File: src/rtl/axi_ic_pkg.sv
`default_nettype none
// ============================================================================
// Module      : axi_ic_pkg
// Description : Shared types and constants for the AXI interconnect read path.
// Revision    : 1.0 - initial release
// ============================================================================
package axi_ic_pkg;

    typedef enum logic [1:0] {
        IDLE   = 2'd0,
        RDATA  = 2'd1,
        DECERR = 2'd2
    } rd_state_t;

    localparam logic [1:0] RESP_OKAY   = 2'b00;
    localparam logic [1:0] RESP_DECERR = 2'b11;
    localparam int         SLV_SEL_W   = 3;
    localparam int         MST_NUM     = 2;

endpackage : axi_ic_pkg
`default_nettype wire

File: src/rtl/axi_rd_decerr_slave.sv
`default_nettype none
// ============================================================================
// Module      : axi_rd_decerr_slave
// Description : Internal default slave; answers unmapped reads with a DECERR burst.
// Revision    : 1.0 - initial release
// ============================================================================
module axi_rd_decerr_slave
    import axi_ic_pkg::*;
#(
    parameter int ID_W   = 4,
    parameter int DATA_W = 32
) (
    input  logic              ACLK,
    input  logic              ARESETn,
    input  logic              i_load,
    input  logic [ID_W-1:0]   i_id,
    input  logic [7:0]        i_len,
    input  logic              i_active,
    input  logic              i_rready,
    output logic              o_rvalid,
    output logic              o_rlast,
    output logic [ID_W-1:0]   o_rid,
    output logic [DATA_W-1:0] o_rdata,
    output logic [1:0]        o_rresp
);

    logic [7:0]      cnt_q, cnt_d;
    logic [ID_W-1:0] id_q, id_d;

    // cnt holds the number of beats still to follow the current one
    always_comb begin
        cnt_d = cnt_q;
        id_d  = id_q;
        if (i_load) begin
            cnt_d = i_len;
            id_d  = i_id;
        end else if (i_active && i_rready && (cnt_q != 8'd0)) begin
            cnt_d = cnt_q - 8'd1;
        end
    end

    always_ff @(posedge ACLK or negedge ARESETn) begin
        if (!ARESETn) begin
            cnt_q <= 8'd0;
            id_q  <= '0;
        end else begin
            cnt_q <= cnt_d;
            id_q  <= id_d;
        end
    end

    assign o_rvalid = i_active;
    assign o_rlast  = i_active && (cnt_q == 8'd0);
    assign o_rid    = i_active ? id_q : '0;
    assign o_rdata  = '0;
    assign o_rresp  = i_active ? RESP_DECERR : RESP_OKAY;

endmodule : axi_rd_decerr_slave
`default_nettype wire

File: src/rtl/axi_rd_router.sv
`default_nettype none
// ============================================================================
// Module      : axi_rd_router
// Description : Read-path router: forwards the granted master's AR to the
//               decoded slave and steers the R burst back, one read at a time.
// Revision    : 1.0 - initial release
// ============================================================================
module axi_rd_router
    import axi_ic_pkg::*;
#(
    parameter int ID_W   = 4,
    parameter int ADDR_W = 32,
    parameter int DATA_W = 32,
    parameter int NSLV   = 4
) (
    input  logic                   ACLK,
    input  logic                   ARESETn,
    input  logic                   m0_rgrnt,
    input  logic                   m1_rgrnt,
    input  logic [ID_W-1:0]        m0_ARID,
    input  logic [ADDR_W-1:0]      m0_ARADDR,
    input  logic [7:0]             m0_ARLEN,
    input  logic                   m0_ARVALID,
    output logic                   m0_ARREADY,
    output logic [ID_W-1:0]        m0_RID,
    output logic [DATA_W-1:0]      m0_RDATA,
    output logic [1:0]             m0_RRESP,
    output logic                   m0_RLAST,
    output logic                   m0_RVALID,
    input  logic                   m0_RREADY,
    input  logic [ID_W-1:0]        m1_ARID,
    input  logic [ADDR_W-1:0]      m1_ARADDR,
    input  logic [7:0]             m1_ARLEN,
    input  logic                   m1_ARVALID,
    output logic                   m1_ARREADY,
    output logic [ID_W-1:0]        m1_RID,
    output logic [DATA_W-1:0]      m1_RDATA,
    output logic [1:0]             m1_RRESP,
    output logic                   m1_RLAST,
    output logic                   m1_RVALID,
    input  logic                   m1_RREADY,
    output logic [ID_W-1:0]        s_ARID,
    output logic [ADDR_W-1:0]      s_ARADDR,
    output logic [7:0]             s_ARLEN,
    output logic [NSLV-1:0]        s_ARVALID,
    input  logic [NSLV-1:0]        s_ARREADY,
    input  logic [NSLV*ID_W-1:0]   s_RID,
    input  logic [NSLV*DATA_W-1:0] s_RDATA,
    input  logic [NSLV*2-1:0]      s_RRESP,
    input  logic [NSLV-1:0]        s_RLAST,
    input  logic [NSLV-1:0]        s_RVALID,
    output logic [NSLV-1:0]        s_RREADY,
    output logic                   m_RVALID,
    output logic                   m_RLAST
);

    rd_state_t            state_q, state_d;
    logic                 msel_q, msel_d;
    logic [SLV_SEL_W-1:0] ssel_q, ssel_d;

    logic                 w_run;
    logic                 w_st_idle, w_st_rdata, w_st_decerr;
    logic                 w_gnt_any, w_gm;
    logic [ID_W-1:0]      w_ar_id;
    logic [ADDR_W-1:0]    w_ar_addr;
    logic [7:0]           w_ar_len;
    logic                 w_ar_valid, w_ar_ready, w_ar_hs;
    logic [SLV_SEL_W-1:0] w_sidx;
    logic                 w_in_range, w_slv_arready;
    logic [MST_NUM-1:0]   w_m_rready;
    logic                 w_rr;

    logic                 w_s_rvalid, w_s_rlast;
    logic [ID_W-1:0]      w_s_rid;
    logic [DATA_W-1:0]    w_s_rdata;
    logic [1:0]           w_s_rresp;

    logic                 w_d_rvalid, w_d_rlast;
    logic [ID_W-1:0]      w_d_rid;
    logic [DATA_W-1:0]    w_d_rdata;
    logic [1:0]           w_d_rresp;

    logic                 w_rvalid, w_rlast;
    logic [ID_W-1:0]      w_rid;
    logic [DATA_W-1:0]    w_rdat;
    logic [1:0]           w_rresp;

    // Every output is forced low while reset is held, independent of inputs
    assign w_run       = ARESETn;
    assign w_st_idle   = (state_q == IDLE);
    assign w_st_rdata  = (state_q == RDATA);
    assign w_st_decerr = (state_q == DECERR);

    assign w_gnt_any  = m0_rgrnt | m1_rgrnt;
    assign w_gm       = ~m0_rgrnt;
    assign w_ar_id    = w_gm ? m1_ARID    : m0_ARID;
    assign w_ar_addr  = w_gm ? m1_ARADDR  : m0_ARADDR;
    assign w_ar_len   = w_gm ? m1_ARLEN   : m0_ARLEN;
    assign w_ar_valid = w_gnt_any & (w_gm ? m1_ARVALID : m0_ARVALID);
    assign w_sidx     = w_ar_addr[ADDR_W-1 -: SLV_SEL_W];
    assign w_in_range = (int'(w_sidx) < NSLV);
    assign w_ar_ready = w_in_range ? w_slv_arready : 1'b1;
    assign w_ar_hs    = w_st_idle & w_ar_valid & w_ar_ready;

    assign w_m_rready = {m1_RREADY, m0_RREADY};
    assign w_rr       = w_m_rready[msel_q];

    always_comb begin
        w_slv_arready = 1'b0;
        w_s_rvalid    = 1'b0;
        w_s_rlast     = 1'b0;
        w_s_rid       = '0;
        w_s_rdata     = '0;
        w_s_rresp     = RESP_OKAY;
        s_ARVALID     = '0;
        s_RREADY      = '0;
        for (int k = 0; k < NSLV; k++) begin
            if (w_sidx == SLV_SEL_W'(k)) begin
                w_slv_arready = s_ARREADY[k];
            end
            if (ssel_q == SLV_SEL_W'(k)) begin
                w_s_rvalid = s_RVALID[k];
                w_s_rlast  = s_RLAST[k];
                w_s_rid    = s_RID[k*ID_W +: ID_W];
                w_s_rdata  = s_RDATA[k*DATA_W +: DATA_W];
                w_s_rresp  = s_RRESP[k*2 +: 2];
            end
            s_ARVALID[k] = w_run & w_st_idle & w_ar_valid & (w_sidx == SLV_SEL_W'(k));
            s_RREADY[k]  = w_run & w_st_rdata & w_rr & (ssel_q == SLV_SEL_W'(k));
        end
    end

    assign s_ARID     = (w_run & w_st_idle & w_gnt_any) ? w_ar_id   : '0;
    assign s_ARADDR   = (w_run & w_st_idle & w_gnt_any) ? w_ar_addr : '0;
    assign s_ARLEN    = (w_run & w_st_idle & w_gnt_any) ? w_ar_len  : '0;
    assign m0_ARREADY = w_run & w_st_idle & w_gnt_any & ~w_gm & w_ar_ready;
    assign m1_ARREADY = w_run & w_st_idle & w_gnt_any &  w_gm & w_ar_ready;

    axi_rd_decerr_slave #(
        .ID_W   (ID_W),
        .DATA_W (DATA_W)
    ) u_decerr (
        .ACLK     (ACLK),
        .ARESETn  (ARESETn),
        .i_load   (w_ar_hs & ~w_in_range),
        .i_id     (w_ar_id),
        .i_len    (w_ar_len),
        .i_active (w_st_decerr),
        .i_rready (w_rr),
        .o_rvalid (w_d_rvalid),
        .o_rlast  (w_d_rlast),
        .o_rid    (w_d_rid),
        .o_rdata  (w_d_rdata),
        .o_rresp  (w_d_rresp)
    );

    always_comb begin
        w_rvalid = 1'b0;
        w_rlast  = 1'b0;
        w_rid    = '0;
        w_rdat   = '0;
        w_rresp  = RESP_OKAY;
        if (w_run && w_st_rdata) begin
            w_rvalid = w_s_rvalid;
            w_rlast  = w_s_rvalid & w_s_rlast;
            w_rid    = w_s_rid;
            w_rdat   = w_s_rdata;
            w_rresp  = w_s_rresp;
        end else if (w_run && w_st_decerr) begin
            w_rvalid = w_d_rvalid;
            w_rlast  = w_d_rlast;
            w_rid    = w_d_rid;
            w_rdat   = w_d_rdata;
            w_rresp  = w_d_rresp;
        end
    end

    assign m0_RVALID = w_rvalid & ~msel_q;
    assign m0_RLAST  = w_rlast  & ~msel_q;
    assign m0_RID    = msel_q ? '0        : w_rid;
    assign m0_RDATA  = msel_q ? '0        : w_rdat;
    assign m0_RRESP  = msel_q ? RESP_OKAY : w_rresp;
    assign m1_RVALID = w_rvalid &  msel_q;
    assign m1_RLAST  = w_rlast  &  msel_q;
    assign m1_RID    = msel_q ? w_rid   : '0;
    assign m1_RDATA  = msel_q ? w_rdat  : '0;
    assign m1_RRESP  = msel_q ? w_rresp : RESP_OKAY;
    assign m_RVALID  = w_rvalid;
    assign m_RLAST   = w_rlast;

    // Grant inputs only matter in IDLE; the latched master/slave hold for the whole burst
    always_comb begin
        state_d = state_q;
        msel_d  = msel_q;
        ssel_d  = ssel_q;
        case (state_q)
            IDLE: begin
                if (w_ar_hs) begin
                    msel_d = w_gm;
                    if (w_in_range) begin
                        state_d = RDATA;
                        ssel_d  = w_sidx;
                    end else begin
                        state_d = DECERR;
                    end
                end
            end
            RDATA, DECERR: begin
                if (w_rvalid && w_rr && w_rlast) begin
                    state_d = IDLE;
                end
            end
            default: state_d = IDLE;
        endcase
    end

    always_ff @(posedge ACLK or negedge ARESETn) begin
        if (!ARESETn) begin
            state_q <= IDLE;
            msel_q  <= 1'b0;
            ssel_q  <= '0;
        end else begin
            state_q <= state_d;
            msel_q  <= msel_d;
            ssel_q  <= ssel_d;
        end
    end

endmodule : axi_rd_router
`default_nettype wire

File: config.mk
export PLATFORM = sky130hd
export DESIGN_NAME = axi_rd_router
export DESIGN_NICKNAME = d
export VERILOG_FILES = /design/src/rtl/axi_ic_pkg.sv /design/src/rtl/axi_rd_decerr_slave.sv /design/src/rtl/axi_rd_router.sv
export SDC_FILE = /design/constraint.sdc
export NUM_CORES = 1
export LEC_CHECK = 0
export BUFFER_PORTS_ARGS = -buffer_cell sky130_fd_sc_hd__buf_4
export CORE_AREA = 5 5 151 153
export CTS_CLUSTER_SIZE = 12
export DETAILED_ROUTE_END_ITERATION = 7
export DIE_AREA = 0 0 156 158
export GPL_TIMING_DRIVEN = 0
export MAX_ROUTING_LAYER = met4
export PLACE_DENSITY = 0.57
export SETUP_SLACK_MARGIN = 0.2
export SLEW_MARGIN = 15
export SYNTH_ARGS = -nofsm -noshare
export SYNTH_HDL_FRONTEND = slang
export SYNTH_HIERARCHICAL = 1
export SYNTH_SLANG_ARGS = --single-unit
File: constraint.sdc
create_clock -name ACLK -period 2.4 [get_ports ACLK]
set_input_delay 0.48 -clock ACLK [delete_from_list [all_inputs] [get_ports ACLK]]
set_output_delay 0.48 -clock ACLK [all_outputs]
set_load 0.05 [all_outputs]
# Word-level counts from Yosys, hierarchy flattened
# Index checks and enable logic that the tools add are counted.
totals:
  in_bits: 260
  elab_cells: 122
  reg_bits: 18
  output_inout_bits: 136
classes:
  order_cmp: 2
  bitwise_logic: 30
  n_mux: 57
  n_eq_ne: 10
  addsub: 1
  reduce_logical: 17
op_table:
  columns: ["op", "n"]
  rows:
  - ["$mux W32", 9]
  - ["$mux W4", 11]
  - ["$mux W8", 4]
  - ["$and A1 B1 Y1", 26]
  - ["$mux W2", 12]
  - ["$mux W1", 20]
  - ["$eq A3 B2 Y1 const B", 4]
  - ["$logic_not A8 Y1", 1]
  - ["$reduce_bool A8 Y1", 1]
  - ["$sub A8 B1 Y8 const B", 1]
  - ["$logic_and A1 B1 Y1", 7]
  - ["$eq A3 B1 Y1 const B", 2]
  - ["$logic_not A3 Y1", 2]
  - ["$pmux W2 S2", 1]
  - ["$reduce_and A2 Y1", 2]
  - ["$lt A3 B3 Y1 const B", 1]
  - ["$not A1 Y1", 3]
  - ["$reduce_and A3 Y1", 1]
  - ["$eq A2 B1 Y1 const B", 1]
  - ["$eq A2 B2 Y1 const B", 1]
  - ["$logic_not A2 Y1", 1]
  - ["$lt A1 B2 Y1 const B", 1]
  - ["$ne A2 B1 Y1 const B", 1]
  - ["$ne A2 B2 Y1 const B", 1]
  - ["other kinds (3)", 3]

# Logic depth before layout (Yosys ltp)
depth:
  word_depth: 10
  ltp_mapped: 9
  depth_no_buf: 8

# Cells and area by module
# The synthesis kept the hierarchy.
by_module_without_submodules:
  columns: ["module", "seq_area_each_um2", "cells_per_inst", "area_each_um2", "instances"]
  rows:
  - ["axi_rd_router", 150.1, 425, 2899.0, 1]
  - ["axi_rd_decerr_slave", 300.3, 110, 1011.0, 1]

# Least setup slack after synthesis
# No wires, ideal clock.
synth_path:
  path_type: "input to output"
  from: "input ARESETn"
  to: "output s_RREADY[2]"
  arrival_ns: 2.385
  t_required_ns: 1.920
  stages: 5
  path_slack_ns: -0.465
  cell_sequence: "clkbuf_1 > nand2_1 > nor2_1 > nand2_1 > nor3b_1"
synth_between:
  elab_chain_len: 3
synth_lines:
  columns: ["element", "line", "text"]
  rows:
  - ["start: declaration", "axi_rd_router.sv:17", "input logic ARESETn,"]
  - ["$and A1 B1 Y1 (3 in a row)", "axi_rd_router.sv:129", "s_RREADY[k] = w_run & w_st_rdata & w_rr & (ssel_q == SLV_SEL_W'(k));"]
  - ["end: declaration", "axi_rd_router.sv:52", "output logic [NSLV-1:0] s_RREADY,"]
# No other way between the ends.

# Worst setup path in the final report
layout_path:
  from: "register ssel_q[1]"
  to: "output m0_RDATA[2]"
layout_between:
  elab_chain_len: 7
layout_lines:
  columns: ["element", "line", "text"]
  rows:
  - ["start: declaration", "axi_rd_router.sv:59", "logic [SLV_SEL_W-1:0] ssel_q, ssel_d;"]
  - ["start signal: assignment", "axi_rd_router.sv:225", "ssel_q <= ssel_d;"]
  - ["$logic_not A3 Y1", "axi_rd_router.sv:121", "if (ssel_q == SLV_SEL_W'(k)) begin"]
  - ["$mux W32 (3 in a row)", "axi_rd_router.sv:121", null]
  - ["$mux W32 *", "axi_rd_router.sv:121", null]
  - ["$mux W32 *", "axi_rd_router.sv:163", "if (w_run && w_st_rdata) begin"]
  - ["$mux W32 *", "axi_rd_router.sv:181", "assign m0_RDATA = msel_q ? '0 : w_rdat;"]
  - ["end: declaration", "axi_rd_router.sv:26", "output logic [DATA_W-1:0] m0_RDATA,"]
# Mark *: on every way between the ends. The rest lies on a longest branch, timed or not.

==> impl_results.md <==
- Outcome: finished with violations
- Failing checks: setup timing
- Final Hold Viols: 0
- Gpl congestion: 0.870
- Die area: 24,600 sq um
- Worst-path fanout max: 10
- Synth Area per Inst: 7.31 sq um
- Fin crit share: 105%
- Routed WL: 25.4 mm
- HPWL Detailed: 20.1 mm
- Yosys warning count: 6
- NumNets Final: 1,278
- Initial Util: 18.3%
- Power Density: 817 nW/um^2
- LEAKAGE: 0.00464 uW
- Root buffer cell: clkbuf_16
- IO Port Bufs: 394
- DR WL/cell: 19.6 um
- TritonCTS Buffers: 3
- Vias in the first global route: 6,153
- Max-slew headroom: 41.7%
- TritonCTS clock tree: built
- Commonest non-fill, non-tap cell in the layout: buf_4
- Worst Path Required: 1.92 ns
- Fin crit period: 2.52 ns
- Drt first pass iters: 4
- Number of flops mapped to enable cells by yosys: 0
- Total GRT Usage: 19.0%
- Post-Syn Instances: 535
- Clk buf depth: 2
- Worst reg2reg setup slack: 0.20 ns
- Yosys reg bits: 18
- Gr ovfl total: 0
- Clk sinks: 18
- I/O Pins: 396
- Worst Tran Pin Value: 0.874 ns
- Layout area overhead: 170%
- Top cell type's share of synthesized area: 15.0%
- Final setup violation count: 67
- Main flop type after synthesis: dfrtp_1
- CP endpoint kind: primary output
- WP data arrival: 2.04 ns
- Post-synthesis cell area: 3910 sq um
- Pin count of the biggest net entering global routing: 20
- Slew Limit Fails: 0
- Sum Neg Setup Slack: -2.78 ns
- Setup WS post-layout: -0.116 ns
- CP Class: reg2out
- Filler Cell Count: 2,028
- Share of layout cells above drive strength 1: 84.5%
- Ant diodes: 0
- Register area share after synthesis: 11.5%
- Tightest Hold Check Type: in2async
- Total power draw: 8610 uW
- Max VDD drop: 0.000293 V
- Vias per inst: 4.59
- Synth area leader: mux2_2
- First-pass GRT wire length: 35.5 mm
- Maxcap violations: 0
- Final ANT Viol Nets: 0
- Worst skew pair latency: 0.25 ns
- Most frequent cells in the layout: 362 x buf_4, 78 x buf_6, 50 x nor2_4, 43 x mux2_2, 41 x buf_8
- Synth area leaders: mux2_2 15%, dfrtp_1 12%, nor2b_1 9.1%
- Startpoint types: flip-flop
- H-Tree Depth: 1
- DP Worst Slack: -0.836 ns
- Die width: 156 um
- Die Y: 158 um
- Residual DRC: 0
- Yosys cell types: 56
- Unrepaired setup endpoints after global routing: true
- Initial antenna violation count: 0
- DR vias: 5,927
- Num rows: 54
- Iter 0 DRT Violations: 174
- Clk_skew: 0.00114 ns
- Clk slew on worst S/H paths: 0.05 ns
- Core area: 21,400 sq um
- FMAX: 0.398 GHz
- Ys async rst share: 100%
-- power by group --
part	switching [uW]	internal (uW)
registers	133	430
clock network	117	220
logic	4150	3560
total	4400	4200
-- synthesized netlist by cell type, types with 2 or more instances --
master,instances
a211o_1,2
a21oi_1,36
a22o_1,30
a22oi_1,9
a2bb2oi_1,2
a31oi_1,3
and2_1,8
and3_1,2
and3b_1,2
buf_2,9
buf_4,36
clkbuf_1,35
dfrtp_1,18
ha_1,5
inv_1,9
mux2_2,52
mux2i_1,6
mux4_2,8
nand2_1,5
nand3_1,4
nand3b_1,3
nand4b_1,2
nor2_1,88
nor2b_1,57
nor3_1,35
nor3b_1,3
o21ai_0,3
o22ai_1,34
o31ai_1,2
-- kinds of logic (layout without fill, tap and decap cells) --
family | Yosys count | after routing | synth area share (%)
DFF | 18 | 18 | 11.5
buffers and inverters | 91 | 536 | 12.7
adders and majority gates | 5 | 5 | 1.60
AOI/OAI and AO/OA | 130 | 130 | 22.6
and+or+nand+nor | 223 | 223 | 29.8
muxes | 67 | 67 | 21.7
other | 1 | 32 | 0.0959
-- final timing paths --
path,startpoint,end,depth (start not counted)
setup / recovery,ssel_q[1],m0_RDATA[2],10
hold / removal,ARESETn,u_decerr/cnt_q[4],1
setup reg to reg,ssel_q[0],state_q[0],8
hold reg to reg,u_decerr/id_q[2],u_decerr/id_q[2],1
max in group asynchronous,ARESETn,ssel_q[1],1
min in group ACLK,u_decerr/id_q[2],u_decerr/id_q[2],1
-- stage by stage --
step / util (%) / instance area [sq um] / hold WS (ns) / cells
floorplan: - / 4750 / 0.184 / 566
global placement: 37.6 / 8060 / 0.372 / 1240
detailed placement: 37.6 / 8060 / 0.379 / 1240
CTS: 45.6 / 9760 / 0.0461 / 1279
global route: 49.2 / 10500 / 0.0553 / 1291
finish: 49.2 / 10500 / 0.0465 / 1291
-- per-layer routing --
layer | share of wire (%) | vias to the layer above | track usage, %
met3 | 6.4 | 24 | 2.38
met4 | 1.5 | 0 | 3.08
met5 | 0 | - | -
li1 | - | 2846 | -
met2 | 54 | 265 | 36.1
met1 | 38 | 2792 | 21.6
-- final cells by class --
class / count / area, sq um / share of cell area (%)
clock buffer: 3 / 75.1 / 0.712
tap: 280 / 350 / 3.32
buffer: 82 / 868 / 8.24
sequential: 18 / 450 / 4.27
inverter: 9 / 33.8 / 0.320
timing repair buffer: 442 / 3930 / 37.3
multi-input combinational: 457 / 4840 / 45.9
-- registers in the layout, indices dropped and copies added, names as in the netlist --
name / count
msel_q: 1
ssel_q: 3
state_q: 2
u_decerr/cnt_q: 8
u_decerr/id_q: 4
-- worst max-delay path, cell delays in order (launching register included) --
cell and delay (ns):
dfrtp_1 0.40, buf_12 0.17, nand2b_4 0.15, buf_12 0.14
clkbuf_16 0.18, o22ai_2 0.21, nor3_4 0.07, a21oi_2 0.13
buf_4 0.14, nor2_4 0.03, buf_8 0.17
-- what timing repair did --
action / in CTS / in global routing
pin swaps: 20 / 13
hold buffers: 0 / 0
gates resized for setup: 323 / 147
buffers inserted: 35 / 7
endpoints found under the setup margin: 140 / 144
cloned: 1 / 5
endpoints found under the hold margin: 0 / 0
Note: power is estimated with default switching activity, not from simulation.
